--- config.mk ---
export PLATFORM = sky130hd
export DESIGN_NAME = link_flag_transceiver
export DESIGN_NICKNAME = d
export VERILOG_FILES = /design/src/rtl/link_flag_transceiver.sv
export SDC_FILE = /design/constraint.sdc
export NUM_CORES = 1
export LEC_CHECK = 0
export CAP_MARGIN = 40
export CORE_UTILIZATION = 52
export CTS_CLUSTER_SIZE = 12
export DETAILED_ROUTE_END_ITERATION = 10
export GPL_TIMING_DRIVEN = 1
export MAX_ROUTING_LAYER = met4
export PLACE_DENSITY = 0.68
export SLEW_MARGIN = 0
export SYNTH_ARGS = -nofsm -noshare
export SYNTH_HDL_FRONTEND = slang
export SYNTH_SLANG_ARGS = --single-unit
--- constraint.sdc ---
create_clock -name clk -period 4 [get_ports clk]
set_input_delay 0.8 -clock clk [delete_from_list [all_inputs] [get_ports clk]]
set_output_delay 0.8 -clock clk [all_outputs]
set_load 0.02 [all_outputs]
--- src/rtl/link_flag_transceiver.sv ---
// link_flag_transceiver: exchanges three status flags with a peer board
// over a repeating 6-bit serial frame (start, 3 data, even parity, stop).
module link_flag_transceiver #(
    parameter int CLKS_PER_BIT   = 10416,
    parameter int GAP_BITS       = 2,
    parameter int TIMEOUT_CYCLES = 2000000
) (
    input  logic clk,
    input  logic reset,
    input  logic send_connect,
    input  logic send_start,
    input  logic send_game_finish,
    input  logic rx,
    output logic tx,
    output logic receive_connect,
    output logic receive_start,
    output logic receive_game_finish,
    output logic link_up,
    output logic frame_error
);

    localparam int GAP_CYC  = (GAP_BITS > 0) ? GAP_BITS * CLKS_PER_BIT : 1;
    localparam int HALF_CYC = (CLKS_PER_BIT / 2 > 0) ? CLKS_PER_BIT / 2 : 1;

    localparam logic [31:0] BIT_LAST  = 32'(CLKS_PER_BIT - 1);
    localparam logic [31:0] GAP_LAST  = 32'(GAP_CYC - 1);
    localparam logic [31:0] HALF_LAST = 32'(HALF_CYC - 1);
    localparam logic [31:0] TO_LAST   = 32'(TIMEOUT_CYCLES - 1);

    typedef enum logic [2:0] {
        T_GAP,
        T_START,
        T_DATA,
        T_PARITY,
        T_STOP
    } tx_state_t;

    typedef enum logic [2:0] {
        R_IDLE,
        R_START,
        R_DATA,
        R_PARITY,
        R_STOP,
        R_WAIT_HIGH
    } rx_state_t;

    tx_state_t   tx_state;
    logic [31:0] tx_timer;
    logic [1:0]  tx_idx;
    logic [2:0]  tx_shift;
    logic        tx_par;

    logic        rx_meta;
    logic        rx_s;

    rx_state_t   rx_state;
    logic [31:0] rx_timer;
    logic [1:0]  rx_idx;
    logic [2:0]  rx_bits;
    logic        rx_par;
    logic [31:0] to_cnt;

    // Free-running frame generator; flags are captured as the gap ends
    always_ff @(posedge clk or negedge reset) begin
        if (!reset) begin
            tx_state <= T_GAP;
            tx_timer <= '0;
            tx_idx   <= '0;
            tx_shift <= '0;
            tx_par   <= 1'b0;
            tx       <= 1'b1;
        end else begin
            unique case (tx_state)
                T_GAP: begin
                    if (tx_timer == GAP_LAST) begin
                        tx_timer <= '0;
                        tx_shift <= {send_game_finish, send_start, send_connect};
                        tx_par   <= send_game_finish ^ send_start ^ send_connect;
                        tx       <= 1'b0;
                        tx_state <= T_START;
                    end else begin
                        tx_timer <= tx_timer + 32'd1;
                    end
                end
                T_START: begin
                    if (tx_timer == BIT_LAST) begin
                        tx_timer <= '0;
                        tx_idx   <= '0;
                        tx       <= tx_shift[0];
                        tx_state <= T_DATA;
                    end else begin
                        tx_timer <= tx_timer + 32'd1;
                    end
                end
                T_DATA: begin
                    if (tx_timer == BIT_LAST) begin
                        tx_timer <= '0;
                        if (tx_idx == 2'd2) begin
                            tx       <= tx_par;
                            tx_state <= T_PARITY;
                        end else begin
                            tx_idx   <= tx_idx + 2'd1;
                            tx       <= tx_shift[1];
                            tx_shift <= tx_shift >> 1;
                        end
                    end else begin
                        tx_timer <= tx_timer + 32'd1;
                    end
                end
                T_PARITY: begin
                    if (tx_timer == BIT_LAST) begin
                        tx_timer <= '0;
                        tx       <= 1'b1;
                        tx_state <= T_STOP;
                    end else begin
                        tx_timer <= tx_timer + 32'd1;
                    end
                end
                T_STOP: begin
                    if (tx_timer == BIT_LAST) begin
                        tx_timer <= '0;
                        tx       <= 1'b1;
                        tx_state <= T_GAP;
                    end else begin
                        tx_timer <= tx_timer + 32'd1;
                    end
                end
                default: begin
                    tx_timer <= '0;
                    tx       <= 1'b1;
                    tx_state <= T_GAP;
                end
            endcase
        end
    end

    // Two-flop synchronizer for the asynchronous peer line
    always_ff @(posedge clk or negedge reset) begin
        if (!reset) begin
            rx_meta <= 1'b1;
            rx_s    <= 1'b1;
        end else begin
            rx_meta <= rx;
            rx_s    <= rx_meta;
        end
    end

    // Frame receiver plus link supervision; a valid frame overrides timeout
    always_ff @(posedge clk or negedge reset) begin
        if (!reset) begin
            rx_state            <= R_IDLE;
            rx_timer            <= '0;
            rx_idx              <= '0;
            rx_bits             <= '0;
            rx_par              <= 1'b0;
            to_cnt              <= '0;
            receive_connect     <= 1'b0;
            receive_start       <= 1'b0;
            receive_game_finish <= 1'b0;
            link_up             <= 1'b0;
            frame_error         <= 1'b0;
        end else begin
            frame_error <= 1'b0;
            if (to_cnt != TO_LAST) begin
                to_cnt <= to_cnt + 32'd1;
            end else begin
                link_up             <= 1'b0;
                receive_connect     <= 1'b0;
                receive_start       <= 1'b0;
                receive_game_finish <= 1'b0;
            end
            unique case (rx_state)
                R_IDLE: begin
                    rx_timer <= '0;
                    if (!rx_s) begin
                        rx_state <= R_START;
                    end
                end
                R_START: begin
                    if (rx_timer == HALF_LAST) begin
                        rx_timer <= '0;
                        rx_idx   <= '0;
                        rx_state <= rx_s ? R_IDLE : R_DATA;
                    end else begin
                        rx_timer <= rx_timer + 32'd1;
                    end
                end
                R_DATA: begin
                    if (rx_timer == BIT_LAST) begin
                        rx_timer <= '0;
                        rx_bits  <= {rx_s, rx_bits[2:1]};
                        if (rx_idx == 2'd2) begin
                            rx_state <= R_PARITY;
                        end else begin
                            rx_idx <= rx_idx + 2'd1;
                        end
                    end else begin
                        rx_timer <= rx_timer + 32'd1;
                    end
                end
                R_PARITY: begin
                    if (rx_timer == BIT_LAST) begin
                        rx_timer <= '0;
                        rx_par   <= rx_s;
                        rx_state <= R_STOP;
                    end else begin
                        rx_timer <= rx_timer + 32'd1;
                    end
                end
                R_STOP: begin
                    if (rx_timer == BIT_LAST) begin
                        rx_timer <= '0;
                        if (rx_s && (rx_par == ^rx_bits)) begin
                            receive_connect     <= rx_bits[0];
                            receive_start       <= rx_bits[1];
                            receive_game_finish <= rx_bits[2];
                            link_up             <= 1'b1;
                            to_cnt              <= '0;
                            rx_state            <= R_IDLE;
                        end else begin
                            frame_error <= 1'b1;
                            rx_state    <= rx_s ? R_IDLE : R_WAIT_HIGH;
                        end
                    end else begin
                        rx_timer <= rx_timer + 32'd1;
                    end
                end
                R_WAIT_HIGH: begin
                    rx_timer <= '0;
                    if (rx_s) begin
                        rx_state <= R_IDLE;
                    end
                end
                default: begin
                    rx_timer <= '0;
                    rx_state <= R_IDLE;
                end
            endcase
        end
    end

endmodule

==> flow_summary.json <==
{
  "synth_top_family_by_area": "simple AND/OR/NAND/NOR gates",
  "grt_start_max_net_pins": 55,
  "yosys-mux-area-fraction_pct": 3.592,
  "dieArea_mm2": 0.01277,
  "synth-compound-area-share_pct": 4.158,
  "diodes": 0,
  "path_cells": "or4b_1, nor3_2, nand3_2, nor4_4, buf_4, nor3_1",
  "reg2reg_slack_ps": 1100,
  "holdBufCountCts": 0,
  "leakagePower_nw": 3.048,
  "worstPathArrival_ps": 3200,
  "ys.flop_type": "dfrtp_1",
  "synth_fp_nets": 685,
  "skew_ps": 9.238,
  "fin_crit_sh_pct": 72.60,
  "status": "finished clean",
  "die_h_um": 113.0,
  "ys_types": 51,
  "antenna_found_initial": 0,
  "fin_nets": 695,
  "finalHoldViolCount": 0,
  "setup_viol": 0,
  "postSynth.asyncResetShare_pct": 100.0,
  "drtPass1Iterations": 7,
  "ctsResizeCount": 0,
  "pre_cts_slack_ps": 1100,
  "ys_ff_latch": 122,
  "grt_remaining_overflow": 0,
  "synth-edff-count": 0,
  "die_w_um": 113.0,
  "gp_congestion": 0.8387,
  "crit_path_end_kind": "register",
  "cts_root_buf": "clkbuf_16",
  "synth_area_leaders": "dfrtp_1, xnor2_1, nor2_1",
  "p_clk_share_pct": 52.8,
  "antenna_left": 0,
  "io_pins": 12,
  "start_util_pct": 53.36,
  "tns_ps": 0,
  "powerDensity_mw_per_mm2": 374.1,
  "postCtsSetupBuffers": 0,
  "num_vias": 4804,
  "clkLatencyLatePin_ps": 420,
  "drive_gt1_share_pct": 9.195,
  "cp_slowest_cell": "nor4_4",
  "fmax_mhz": 344.4,
  "reg2reg_from": "rx_timer[6]",
  "clock_tree.buffer_depth": 2,
  "numCtsBuffers": 17,
  "drt_wl_total_um": 12600,
  "grt_usage_pct": 22.66,
  "cpLargestDelayFamily": "simple AND/OR/NAND/NOR gates",
  "layout_commonest_cell": "nor2_1",
  "required_ps": 4300,
  "synth_xor_area_share_pct": 12.16,
  "syn_to_final_growth_pct": 12.77,
  "slew_violations": 0,
  "drt_iter0_markers": 257,
  "layout_setup_ws_ps": 1096,
  "rr_worst_depth": 6,
  "max-cap-violations": 0,
  "r2r_end": "to_cnt[2]",
  "synth_adder_area_share_pct": 1.171,
  "relSlewSlack_pct": 41.09,
  "combPwrFrac_pct": 1.4,
  "wl_per_cell_um": 14.95,
  "p_switching_uw": 558.6,
  "clk_pin_slew_ps": 50,
  "max_stage_delay_ps": 810,
  "io_buffers": 11,
  "ir_drop_mv": 0.2876,
  "cts_tree": "yes",
  "crit_type": "register to register",
  "synth_area_per_cell_um2": 9.524,
  "path_max_fanout": 20,
  "rows": 40,
  "seqPwrFrac_pct": 45.8,
  "cts_sinks": 122,
  "grt_pass1_wl_um": 22380,
  "syn-cell-area_mm2": 0.006410,
  "min_path_type": "input pin to asynchronous set/reset pin",
  "rsz0062_at_grt": "false",
  "yosysWarnings": 0,
  "p_int_mw": 2.145,
  "path_buf_inv": 1,
  "most-common-layout-cells": "nor2_1, dfrtp_1, xnor2_1, nand3_1, nand2_1",
  "synth_top_cell_by_area": "dfrtp_1",
  "yosysSeqAreaShare_pct": 47.69,
  "avgViaCountPerCell": 5.699,
  "synth-simple-area-share_pct": 28.19,
  "hpwl_um": 8395,
  "grt_pass1_vias": 4758,
  "core-area_mm2": 0.01201,
  "yosys.area.top_type_share_pct": 46.46,
  "fillers": 992,
  "synthCells": 673,
  "sw_frac_of_total_pct": 20.66,
  "start_kind": "register",
  "cts_htree_levels": 4,
  "min_period_ps": 2904,
  "worstMarginPinSlew_ps": 877.0,
  "drc": 0
}
-- registers in the layout (all words and copies together), names as in the netlist, 2 cells and up --
register,count
to_cnt,32
tx_shift,3
tx_timer,32
tx_state,3
rx_timer,32
tx_idx,2
rx_idx,2
rx_bits,3
rx_state,3
-- worst max-delay path by stage --
stage / from / endpoint / slack [ps] / cells after the start
5_1_grt: rx_timer[4] / to_cnt[25] / 880 / 6
2_1_floorplan: rx_timer[6] / receive_connect / 1660 / 5
6_report: rx_timer[6] / to_cnt[2] / 1100 / 6
3_3_place_gp: rx_timer[6] / to_cnt[2] / 1180 / 6
3_5_place_dp: rx_timer[6] / to_cnt[28] / 1100 / 6
4_1_cts: rx_timer[6] / to_cnt[2] / 1070 / 6
-- cell type report --
cell class / instances / area, µm² / share of cell area (%)
multi-input cells: 501 / 3163 / 43.76
flip-flops and latches: 122 / 3057 / 42.29
clock buffers: 24 / 481.7 / 6.664
repair buffers: 18 / 185.2 / 2.562
well taps: 147 / 183.9 / 2.545
inverters: 23 / 86.33 / 1.194
clock inverters: 8 / 71.32 / 0.9867
-- kinds of logic after synthesis --
family	Yosys count
xor+xnor	89
simple gates	344
mux	21
buf+inv	50
compound gates	41
flops	122
fa+ha+maj	6
-- per-stage QoR --
| step | total power, mW | util [%] | area (µm²) | hold WS, ps | cells |
|---|---|---|---|---|---|
| detailed placement | 1.300 | 55.57 | 6675 | 352.1 | 811 |
| CTS | 2.733 | 60.18 | 7228 | 337.0 | 843 |
| finish | 2.704 | 60.18 | 7228 | 325.5 | 843 |
| global placement | 1.296 | 55.41 | 6655 | 347.9 | 810 |
| global route | 2.792 | 60.18 | 7228 | 353.3 | 843 |
| floorplan | 1.264 | - | 6410 | 345.2 | 673 |
-- synth_stat cells, types with 8 or more instances --
library cell and instances:
nand2_1 34, xnor2_1 67, and4_1 17, nand3_1 39, mux2_2 16, dfrtp_1 119, o31ai_1 8, o21ai_0 11
nor2_1 121, nor3_1 28, nand4_1 21, and3_1 8, xor2_1 22, nor4_1 29, clkbuf_1 21, inv_1 23
-- routing by layer --
layer | routed length, µm | track usage, % | vias up
li1 | - | - | 2386
met1 | 6178 | 29.74 | 2350
met2 | 5972 | 34.36 | 62
met3 | 319 | 5.356 | 6
met4 | 129 | 8.333 | 0
met5 | 0 | - | -
-- power groups by stage --
| stage | clock network (mW) | logic [mW] | registers (mW) |
|---|---|---|---|
| 3_3_place_gp | 0 | 0.0367 | 1.26 |
| 4_1_cts | 1.45 | 0.0403 | 1.24 |
| 3_5_place_dp | 0 | 0.0401 | 1.26 |
| 5_1_grt | 1.51 | 0.0439 | 1.24 |
| 6_report | 1.43 | 0.0374 | 1.24 |
| 2_1_floorplan | 0 | 0.00413 | 1.26 |
(Power assumes the default switching activity.)
